File: src/rtl/tttg_2x2.sv
// Two-player tic-tac-toe controller on a 2x2 board with win/draw detection and a game-over lock.
// Optional TTTG_BUTTON_EDGE_EN: a move also requires the previous-cycle button to have been released.
module tttg_2x2 (
    input  logic       clk,
    input  logic       reset,
    input  logic       play1,
    input  logic       play2,
    input  logic [3:0] button,
    output logic [1:0] pos1,
    output logic [1:0] pos2,
    output logic [1:0] pos3,
    output logic [1:0] pos4,
    output logic [1:0] who,
    output logic [1:0] present_state
);

    typedef enum logic [1:0] {
        P1_TURN   = 2'b00,
        P2_TURN   = 2'b01,
        GAME_DONE = 2'b10,
        ILLEGAL   = 2'b11
    } state_e;

    state_e     state_q, state_d;
    logic [1:0] cell_q [4];
    logic [1:0] cell_d [4];
    logic [1:0] who_q, who_d;

    logic       oneHot;
    logic [1:0] selIdx;
    logic [1:0] mark;
    logic       turnPlay;
    logic       edgeOk;
    logic       moveValid;
    logic       win;
    logic       full;

`ifdef TTTG_BUTTON_EDGE_EN
    logic [3:0] btnPrev_q;
    assign edgeOk = (btnPrev_q == 4'b0000);
`else
    assign edgeOk = 1'b1;
`endif

    function automatic logic lineWin(input logic [1:0] a, input logic [1:0] b);
        return (a != 2'b00) && (a == b);
    endfunction

    // Cell index 0..3 maps to cell1..cell4; button[3] selects cell1.
    always_comb begin
        oneHot   = (button != 4'b0000) && ((button & (button - 4'd1)) == 4'b0000);
        selIdx   = 2'd0;
        case (button)
            4'b1000: selIdx = 2'd0;
            4'b0100: selIdx = 2'd1;
            4'b0010: selIdx = 2'd2;
            4'b0001: selIdx = 2'd3;
            default: selIdx = 2'd0;
        endcase
        mark      = (state_q == P1_TURN) ? 2'b01 : 2'b10;
        turnPlay  = ((state_q == P1_TURN) && play1) || ((state_q == P2_TURN) && play2);
        moveValid = turnPlay && oneHot && edgeOk && (cell_q[selIdx] == 2'b00);

        cell_d = cell_q;
        if (moveValid) begin
            cell_d[selIdx] = mark;
        end

        // Win is judged on the board including this move so the result lands on the same edge.
        win  = lineWin(cell_d[0], cell_d[1]) || lineWin(cell_d[2], cell_d[3]) ||
               lineWin(cell_d[0], cell_d[2]) || lineWin(cell_d[1], cell_d[3]) ||
               lineWin(cell_d[0], cell_d[3]) || lineWin(cell_d[1], cell_d[2]);
        full = (cell_d[0] != 2'b00) && (cell_d[1] != 2'b00) &&
               (cell_d[2] != 2'b00) && (cell_d[3] != 2'b00);

        state_d = state_q;
        who_d   = who_q;
        case (state_q)
            P1_TURN, P2_TURN: begin
                if (moveValid) begin
                    if (win) begin
                        who_d   = mark;
                        state_d = GAME_DONE;
                    end else if (full) begin
                        who_d   = 2'b11;
                        state_d = GAME_DONE;
                    end else begin
                        state_d = (state_q == P1_TURN) ? P2_TURN : P1_TURN;
                    end
                end
            end
            GAME_DONE: state_d = GAME_DONE;
            default:   state_d = P1_TURN;
        endcase
    end

    always_ff @(posedge clk) begin
        if (!reset) begin
            state_q <= P1_TURN;
            who_q   <= 2'b00;
            for (int i = 0; i < 4; i++) begin
                cell_q[i] <= 2'b00;
            end
`ifdef TTTG_BUTTON_EDGE_EN
            btnPrev_q <= 4'b0000;
`endif
        end else begin
            state_q <= state_d;
            who_q   <= who_d;
            for (int i = 0; i < 4; i++) begin
                cell_q[i] <= cell_d[i];
            end
`ifdef TTTG_BUTTON_EDGE_EN
            btnPrev_q <= button;
`endif
        end
    end

    assign pos1          = cell_q[0];
    assign pos2          = cell_q[1];
    assign pos3          = cell_q[2];
    assign pos4          = cell_q[3];
    assign who           = who_q;
    assign present_state = state_q;

endmodule

File: config.mk
export PLATFORM = sky130hd
export DESIGN_NAME = tttg_2x2
export DESIGN_NICKNAME = d
export VERILOG_FILES = /design/src/rtl/tttg_2x2.sv
export SDC_FILE = /design/constraint.sdc
export NUM_CORES = 1
export LEC_CHECK = 0
export CAP_MARGIN = 20
export CORE_AREA = 2 2 59 61
export CTS_BUF_LIST = sky130_fd_sc_hd__clkbuf_4
export DETAILED_ROUTE_END_ITERATION = 7
export DIE_AREA = 0 0 61 63
export GPL_TIMING_DRIVEN = 0
export PLACE_DENSITY = 0.65
export SYNTH_ARGS = -nofsm -noshare
export SYNTH_HDL_FRONTEND = slang
export SYNTH_SLANG_ARGS = --single-unit
export TNS_END_PERCENT = 5
File: constraint.sdc
create_clock -name clk -period 3.9 [get_ports clk]
set_clock_uncertainty 0.2 [all_clocks]
set_input_delay 0.78 -clock clk [delete_from_list [all_inputs] [get_ports clk]]
set_output_delay 0.78 -clock clk [all_outputs]
set_load 0.005 [all_outputs]
* Yosys cells after proc, flatten, opt, wreduce, memory -nomap -nowiden *
Cells that the tools add are included.

word-level totals
  input port bits = 8
  register bits = 12
  word-level logic and storage cells = 71
  output and inout port bits = 12

operators by class
  eq/ne operators = 12
  reduce and logical (&&, ||, !) cells = 32
  add/sub/neg operators = 1
  multiplexer cells = 16
  bitwise gates (word level) = 2
  $lt $le $gt $ge = 2

operators with widths
  kind                 number
  $mux 2               9
  $logic_and 1x1->1    15
  $eq 2x2->1           6
  $reduce_bool 2->1    5
  $bwmux 8             1
  $mux 8               1
  $logic_or 1x1->1     6
  $pmux 2 s3           1
  $and 4x4->4          1
  $bmux 2 s2           1
  $demux 2 s2          1
  $eq 4x1->1 const B   1
  $eq 4x2->1 const B   1
  $eq 4x3->1 const B   1
  $logic_not 2->1      2
  $logic_not 4->1      1
  $pmux 2 s2           1
  $reduce_bool 4->1    1
  $sub 4x1->4 const B  1
  $ge 3x3->1 const B   1
  $lt 3x1->1 const B   1
  $not 2->3            1
  $reduce_and 3->1     1
  $eq 2x1->1 const B   1
  other kinds (4)      4

* Logic depth before layout (Yosys ltp) *
Gate-level depths: netlist (run 1).

  depth after elaboration = 19
  gate-level depth with buffers = 12

* Worst setup path before layout (run 1) *
Ideal clock, no wire load.

  kind = input-to-reg
  from = input button[2]
  to = register state_q[0] (netlist: present_state[0])
  setup time = 124 ps
  buffers on the path = 0
  cell stages on the path = 9
  data arrival time = 3188 ps
  data required time = 3576 ps
  setup slack = 388 ps
  cell sequence = or4b_1 -> or3_4 -> a211o_1 -> a221oi_2 -> a211oi_1 -> or4b_4 -> nand3_1 -> a2bb2oi_1 -> nor3_1

on the way
  word-level cells in the longest chain between the ends = 19
  elaborated cells between the ends (all ways) = 52
  those cells by class = add/sub: 1; order compare: 2; eq/ne: 10; mux: 12; bitwise: 2; reduce/logical: 25

RTL lines
  what                                                               RTL line  RTL
  from (decl)                                                        8         input logic [3:0] button,
  $eq 4x1->1, or another cell as far along                           53        case (button)
  $pmux 2 s3                                                         53
  $not 2->3 (not written as such)                                    62, 66
  $ge 3x3->1 (not written as such), or another cell as far along     66        cell_d[selIdx] = mark;
  $logic_and 1x1->1 (not written as such) or $mux 2 (tied branches)  66, 62
  $mux 2 (on tied branches)                                          66, 62
  $demux 2 s2 or $logic_not 2->1 (tied branches)                     66, 62
  $bwmux 8 or $logic_and 1x1->1 (tied branches)                      66, 62
  $mux 8                                                             65        if (moveValid) begin
  $eq 2x2->1, or another cell as far along                           46        return (a != 2'b00) && (a == b);
  $logic_and 1x1->1                                                  46
  $logic_or 1x1->1 (2 in series)                                     70        win = lineWin(cell_d[0], cell_d[1]) || lineWin(cell_d[2], cell_d[3]) ||
  $logic_or 1x1->1 (2 in series)                                     71        lineWin(cell_d[0], cell_d[2]) || lineWin(cell_d[1], cell_d[3]) ||
  $logic_or 1x1->1                                                   72        lineWin(cell_d[0], cell_d[3]) || lineWin(cell_d[1], cell_d[2]);
  $mux 2                                                             81        if (win) begin
  $mux 2                                                             80        if (moveValid) begin
  $pmux 2 s2                                                         78        case (state_q)
  to (signal assigned)                                               108       state_q <= state_d;
  to (decl)                                                          24        state_e state_q, state_d;

Several ways; a longest one is shown, not always the timed one. The select of a mux whose other input is x is not followed.
A chain may end at the register's enable or synchronous reset.

* Worst setup path after layout (run 1) *
  from = input button[2]
  to = register who_q[1] (netlist: who[1])

on the way
  word-level cells in the longest chain between the ends = 18
  elaborated cells between the ends (all ways) = 50
  those cells by class = add/sub: 1; order compare: 2; eq/ne: 9; mux: 9; bitwise: 2; reduce/logical: 27

RTL lines
  what                                                               RTL line  RTL
  $eq 4x1->1, or another cell as far along                           53
  $pmux 2 s3                                                         53
  $not 2->3 (not written as such)                                    62, 66
  $ge 3x3->1 (not written as such), or another cell as far along     66
  $logic_and 1x1->1 (not written as such) or $mux 2 (tied branches)  66, 62
  $mux 2 (on tied branches)                                          66, 62
  $demux 2 s2 or $logic_not 2->1 (tied branches)                     66, 62
  $bwmux 8 or $logic_and 1x1->1 (tied branches)                      66, 62
  $mux 8                                                             65
  $eq 2x2->1, or another cell as far along                           46
  $logic_and 1x1->1                                                  46
  $logic_or 1x1->1 (2 in series)                                     70
  $logic_or 1x1->1 (2 in series)                                     71
  $logic_or 1x1->1                                                   72
  $reduce_bool 2->1 (no source line)                                 n/a
  $reduce_and 3->1 (no source line)                                  n/a
  to (signal assigned)                                               109       who_q <= who_d;
  to (decl)                                                          27        logic [1:0] who_q, who_d;

Several ways; a longest one is shown, not always the timed one. The select of a mux whose other input is x is not followed.

==> summary.txt, run 1 <==
R2R Path End: present_state[0]
Die Area: 3840 um^2
Antenna Cells: 0
Initial detailed-routing violation count: 147
Post-DRT Antenna Nets: 0
Worst Setup End Kind: flop
Avg Cell Area, Syn: 7.14 um^2
Avg WL per Cell: 16.7 um
Hold buffers post-CTS: 0
R2R depth: 10
Slew HR: 52.7%
Seq cells post-synth: 12
RSZ-0062 raised after global routing: yes
Fin nets: 231
Cell family with most CP delay: compound AO/OA/AOI/OAI gates
Outcome: finished, final reports clean
Share of cells above drive strength 1: 15.8%
Tmin final: 3.79 ns
Final core occ: 53.9%
Area of the mapped netlist: 1370 um^2
FP Rows: 21
Post-detail-place hpwl: 3170 um
Global-route wire length before repair: 7190 um
Leading area contributor after synthesis: dfxtp_1
CP Max Fanout: 6
PortBufs: 19
Root Driver: clkbuf_4
Initial antenna violation count: 0
R2r startpoint: pos2[1]
Critical Path Start Type: input pin
Crit Path Category: input pin to flop
Ranking of synthesized cells by area: dfxtp_1 (18%), nor2_1 (7.7%), a21oi_1 (4.4%)
DRT Wirelength: 4470 um
Via count of the first global-routing pass: 1,524
Post-synth EDFFs: 0
Synthesis Warnings: 0
Crit path DAT: 3.80 ns
Overflow after GRT: 0
Final worst path period share: 97.1%
Longest Clk Path Bufs: 2
Hold Slack: 0.340 ns
Register area share after synthesis: 17.5%
Total GRT Usage: 24.4%
Worst Hold Endpoint: who[0]
Die X: 61 um
Core area: 3230 um^2
Slew Viols, Final: 0
Via density: 6.44
Worst hold start: who[0]
Starting density of the core: 42.4%
Leak: 0.576 nW
Crit path cell chain: clkdlybuf4s50_1, or4b_4, or3_4, a2111oi_4, a22oi_1, o21a_1, a32oi_1, o21ai_2, nand4b_1, a31oi_1
Die H: 63 um
Ys flop type: dfxtp_1
Post-synth top area share: 17.5%
H-tree depth: 1
Yosys cell types: 58
Hold Fails Final Rpt: 0
Drt first pass iters: 5
Max-cap violations: 0
Vias: 1,725
Worst path required time: 3.91 ns
Post-Syn Nets: 200
Slowest Stage Delay on Critical Path: 0.56 ns
I/O pins: 20
Final GP Congestion: 0.926
Hold Path Class: flop to flop
Final setup violation count: 0
Power Density: 204 nW/um^2
Clk slew on worst S/H paths: 0.08 ns
Tightest Pin Transition: 0.708 ns
Worst-Skew Late Latency: 0.29 ns
Crit-path slowest cell: or4b_4
VDD IR-drop max: 0.179 mV
Synth-to-Final Area Change: 27.0%
Cells after synthesis: 192
TritonCTS Sinks: 12
CTS tree: done
Min-Delay Path Depth: 2
CP Buf/Inv Count: 1
Num CTS Buffers: 3
Pin count of the biggest net entering global routing: 11
FFs w/ async S/R, synth: 0%
Reg-to-reg slack, setup: 0.69 ns
Drt drc: 0
Max Freq: 0.264 GHz
[worst min-delay path, stage by stage, from the launching register on]
cell and delay (ns):
dfxtp_1 0.33, nand4b_1 0.10, a31oi_1 0.07
[what timing repair did]
item,4_1_cts,5_1_grt
gates resized for setup,3,7
setup buffers,3,3
gates cloned,0,1
setup endpoints to repair,4,4
pin swaps,0,3
[power by group]
| group | total (W) | switching, W | internal (W) |
|---|---|---|---|
| combinational | 0.000140 | 0.0000816 | 0.0000586 |
| sequential | 0.000132 | 0.00000471 | 0.000127 |
| clock | 0.0000831 | 0.0000458 | 0.0000373 |
[cells by family after synthesis]
logic type,share of synthesized area [%]
compound gates,37.6
xor+xnor,1.92
buf+inv,6.58
flops,17.5
mux,0.731
simple gates,35.6
[sequential cells by signal, indices dropped and copies added (netlist names)]
name           flops
pos4               2
pos1               2
who                2
present_state      2
pos3               2
pos2               2
[through the flow]
stage,std cells,instance area (um^2),TNS [ns],worst slack [ns],power [W]
after floorplan,192,1370,0,0.388,0.000222
after global placement,257,1620,-1.69,-0.443,0.000261
after detailed placement,257,1620,-1.81,-0.483,0.000262
after CTS,264,1680,0,0.0114,0.000348
after global routing,268,1740,-0.0765,-0.0272,0.000375
final,268,1740,0,0.114,0.000355
[synthesized netlist by cell type (4+ instances only)]
cell type / number
nor2_1: 28
a21oi_1: 12
dfxtp_1: 12
nand2_1: 12
clkbuf_1: 10
o21ai_0: 8
a31oi_1: 7
nand3_1: 7
buf_2: 6
a211oi_1: 5
inv_1: 5
nor2b_1: 5
nor3_1: 5
a22oi_1: 4
nand2b_1: 4
[how the worst max path moves through the flow]
| stage | cells past startpoint | end | from | slack (ns) |
|---|---|---|---|---|
| finish | 10 | who[1] | button[2] | 0.11 |
| global route | 13 | who[1] | button[3] | -0.03 |
| CTS | 12 | who[1] | button[1] | 0.01 |
| detailed placement | 11 | who[0] | button[2] | -0.48 |
| global placement | 11 | who[1] | button[2] | -0.44 |
| floorplan | 9 | present_state[0] | button[2] | 0.39 |
[layout by cell type (no fill, tap or decap), types with 6 or more instances in the layout]
master	instances
o21ai_0	8
dfxtp_1	12
nor2_1	28
a21oi_1	11
nand3_1	7
a31oi_1	7
nand2_1	12
clkbuf_1	10
clkdlybuf4s50_1	19
buf_4	6
[final cells by class]
cell class,instances,area (um^2)
plain buffers,17,76.3
repair buffers,25,235
clock inverters,1,3.75
inverters,5,18.8
fillers,317,1490
multi-input cells,159,1090
flip-flops and latches,12,240
clock buffers,3,22.5
well taps,46,57.6
[routing by layer]
metal,GRT usage [%],vias up,wire [um]
li1,-,795,-
met1,31.0,810,1850
met4,11.7,0,175
met5,0,-,0
met2,37.8,101,2040
met3,6.00,19,403
Note: power is estimated with default switching activity, not from simulation.
==> run 2: changes to the inputs <==
- CORE_AREA: 2 2 59 61 -> 2 2 53 55
- DIE_AREA: 0 0 61 63 -> 0 0 55 57
- PLACE_DENSITY: 0.65 -> 0.79
- RECOVER_POWER: default -> 50
- SLEW_MARGIN: default -> 25
==> run 2 against run 1 <==
  * Sequential share of layout area down 0.39 points
  * Register-to-register slack about the same
  * Count of clock-buffer cells in the layout unchanged
  * Sequential cell count unchanged
  * Die area down 18%
  * Cell area up 2.9%
  * Worst setup slack worse by 0.052 ns
  * First-iteration DRC count down 24%
  * Power up 1.1%
  * Utilization up 15 points
  * Final cell count down 4.1%
  * Maximum frequency down 1.4%
  * Critical path type unchanged
==> summary.txt, run 2 (synthesis results as in run 1) <==
Final core occ: 68.5%
Slew HR: 47.1%
Hold Fails Final Rpt: 0
Tmin final: 3.84 ns
Via density: 6.69
Leak: 0.649 nW
Outcome: finished, final reports clean
Hold buffers post-CTS: 0
Post-Place Cells: 242
Crit-path slowest cell: or4b_4
DRT Wirelength: 4720 um
Pin count of the biggest net entering global routing: 11
Post-DRT Antenna Nets: 0
Die H: 57 um
CP Max Fanout: 10
Root Driver: clkbuf_4
Max-cap violations: 0
Via count of the first global-routing pass: 1,483
Slowest Stage Delay on Critical Path: 0.59 ns
Initial detailed-routing violation count: 111
Hold Path Class: flop to flop
Total GRT Usage: 30.9%
VDD IR-drop max: 0.200 mV
Post-detail-place hpwl: 3230 um
Global-route wire length before repair: 7150 um
Final setup violation count: 0
Critical Path Start Type: input pin
Crit path DAT: 3.81 ns
Crit path cell chain: clkdlybuf4s50_1, buf_6, or4b_4, o22ai_4, a2111oi_4, buf_4, buf_4, a221oi_2, a211oi_1, or4b_4, nand3_1, a2bb2oi_1, nor3_1
CTS tree: done
RSZ-0062 raised after global routing: yes
Power Density: 201 nW/um^2
Drt first pass iters: 7
Core area: 2620 um^2
Avg WL per Cell: 18.4 um
Finished Layout Cells: 257
I/O pins: 20
Synth-to-Final Area Change: 30.7%
Slew Viols, Final: 0
FP Rows: 19
Tightest Pin Transition: 0.792 ns
Max Freq: 0.261 GHz
Longest Clk Path Bufs: 2
Initial antenna violation count: 0
Die Area: 3140 um^2
Drt drc: 0
Final worst path period share: 98.4%
Commonest cells after routing, fill and taps aside: nor2_1 (28), buf_4 (14), nand2_1 (12), dfxtp_1 (12), a21oi_1 (11)
PortBufs: 19
Post-route cell area: 1790 um^2
Setup WS post-layout: 0.0618 ns
TritonCTS Sinks: 12
Num CTS Buffers: 3
Tot Pwr: 0.000359 W
Antenna Cells: 0
Die X: 55 um
H-tree depth: 1
Share of cells above drive strength 1: 18.1%
Fin nets: 236
Worst path required time: 3.87 ns
Worst Setup End Kind: flop
Commonest non-fill, non-tap cell in the layout: nor2_1
Worst-Skew Late Latency: 0.28 ns
Starting density of the core: 52.4%
Clk slew on worst S/H paths: 0.08 ns
Placed Area: 1600 um^2
Setup slack at placement: -0.482 ns
Crit Path Category: input pin to flop
Final GP Congestion: 0.981
Overflow after GRT: 0
Vias: 1,719
run 2: worst paths after layout:
kind | startpoint | endpoint | slack, ns | depth (start not counted)
worst max register to register | pos2[1] | who[1] | 0.69 | 11
worst min-delay path | who[0] | who[0] | 0.34 | 2
worst max-delay path | button[2] | present_state[0] | 0.06 | 13
worst min register to register | who[0] | who[0] | 0.34 | 2
run 2: timing repair:
action / 4_1_cts / 5_1_grt
setup buffers: 4 / 8
resized for setup: 4 / 21
pin swaps: 0 / 9
endpoints found under the setup margin: 4 / 4
run 2: worst max-delay path: cells and delay by family:
kind,cells,cell delay (ns)
AND/OR/NAND/NOR,4,1.31
buffers and inverters,4,0.95
AO/OA/AOI/OAI,5,0.76
run 2: metal layers:
layer  part of all wire, %  wire length, um  vias to the layer above  track usage (%)
li1                      -                -                      795                -
met1                    40             1880                      783             43.3
met2                    48             2270                      125             45.2
met3                   8.5              401                       16             6.54
met4                   3.5              163                        0             12.9
met5                     0                0                        -                0
run 2: through the flow:
step | setup TNS [ns] | hold WS, ns
after floorplan | 0 | 0.316
after global placement | -1.52 | 0.313
after detailed placement | -1.81 | 0.337
after CTS | 0 | 0.347
after global routing | -0.104 | 0.370
final | 0 | 0.339
run 2: report_power, final:
part           switching (W)  leakage (nW)  total (W)  internal, W
Sequential        0.00000444        0.0971   0.000132     0.000127
Combinational      0.0000848         0.538   0.000148    0.0000631
Clock              0.0000438        0.0138  0.0000796    0.0000358
Total               0.000133         0.649   0.000359     0.000226
run 2: final cells by class:
class / instances / area [um^2]
Multi-Input combinational cell: 158 / 1090
Tap cell: 31 / 38.8
Inverter: 5 / 18.8
Sequential cell: 12 / 240
Fill cell: 239 / 825
Clock buffer: 3 / 22.5
Buffer: 17 / 101
Timing Repair Buffer: 31 / 280
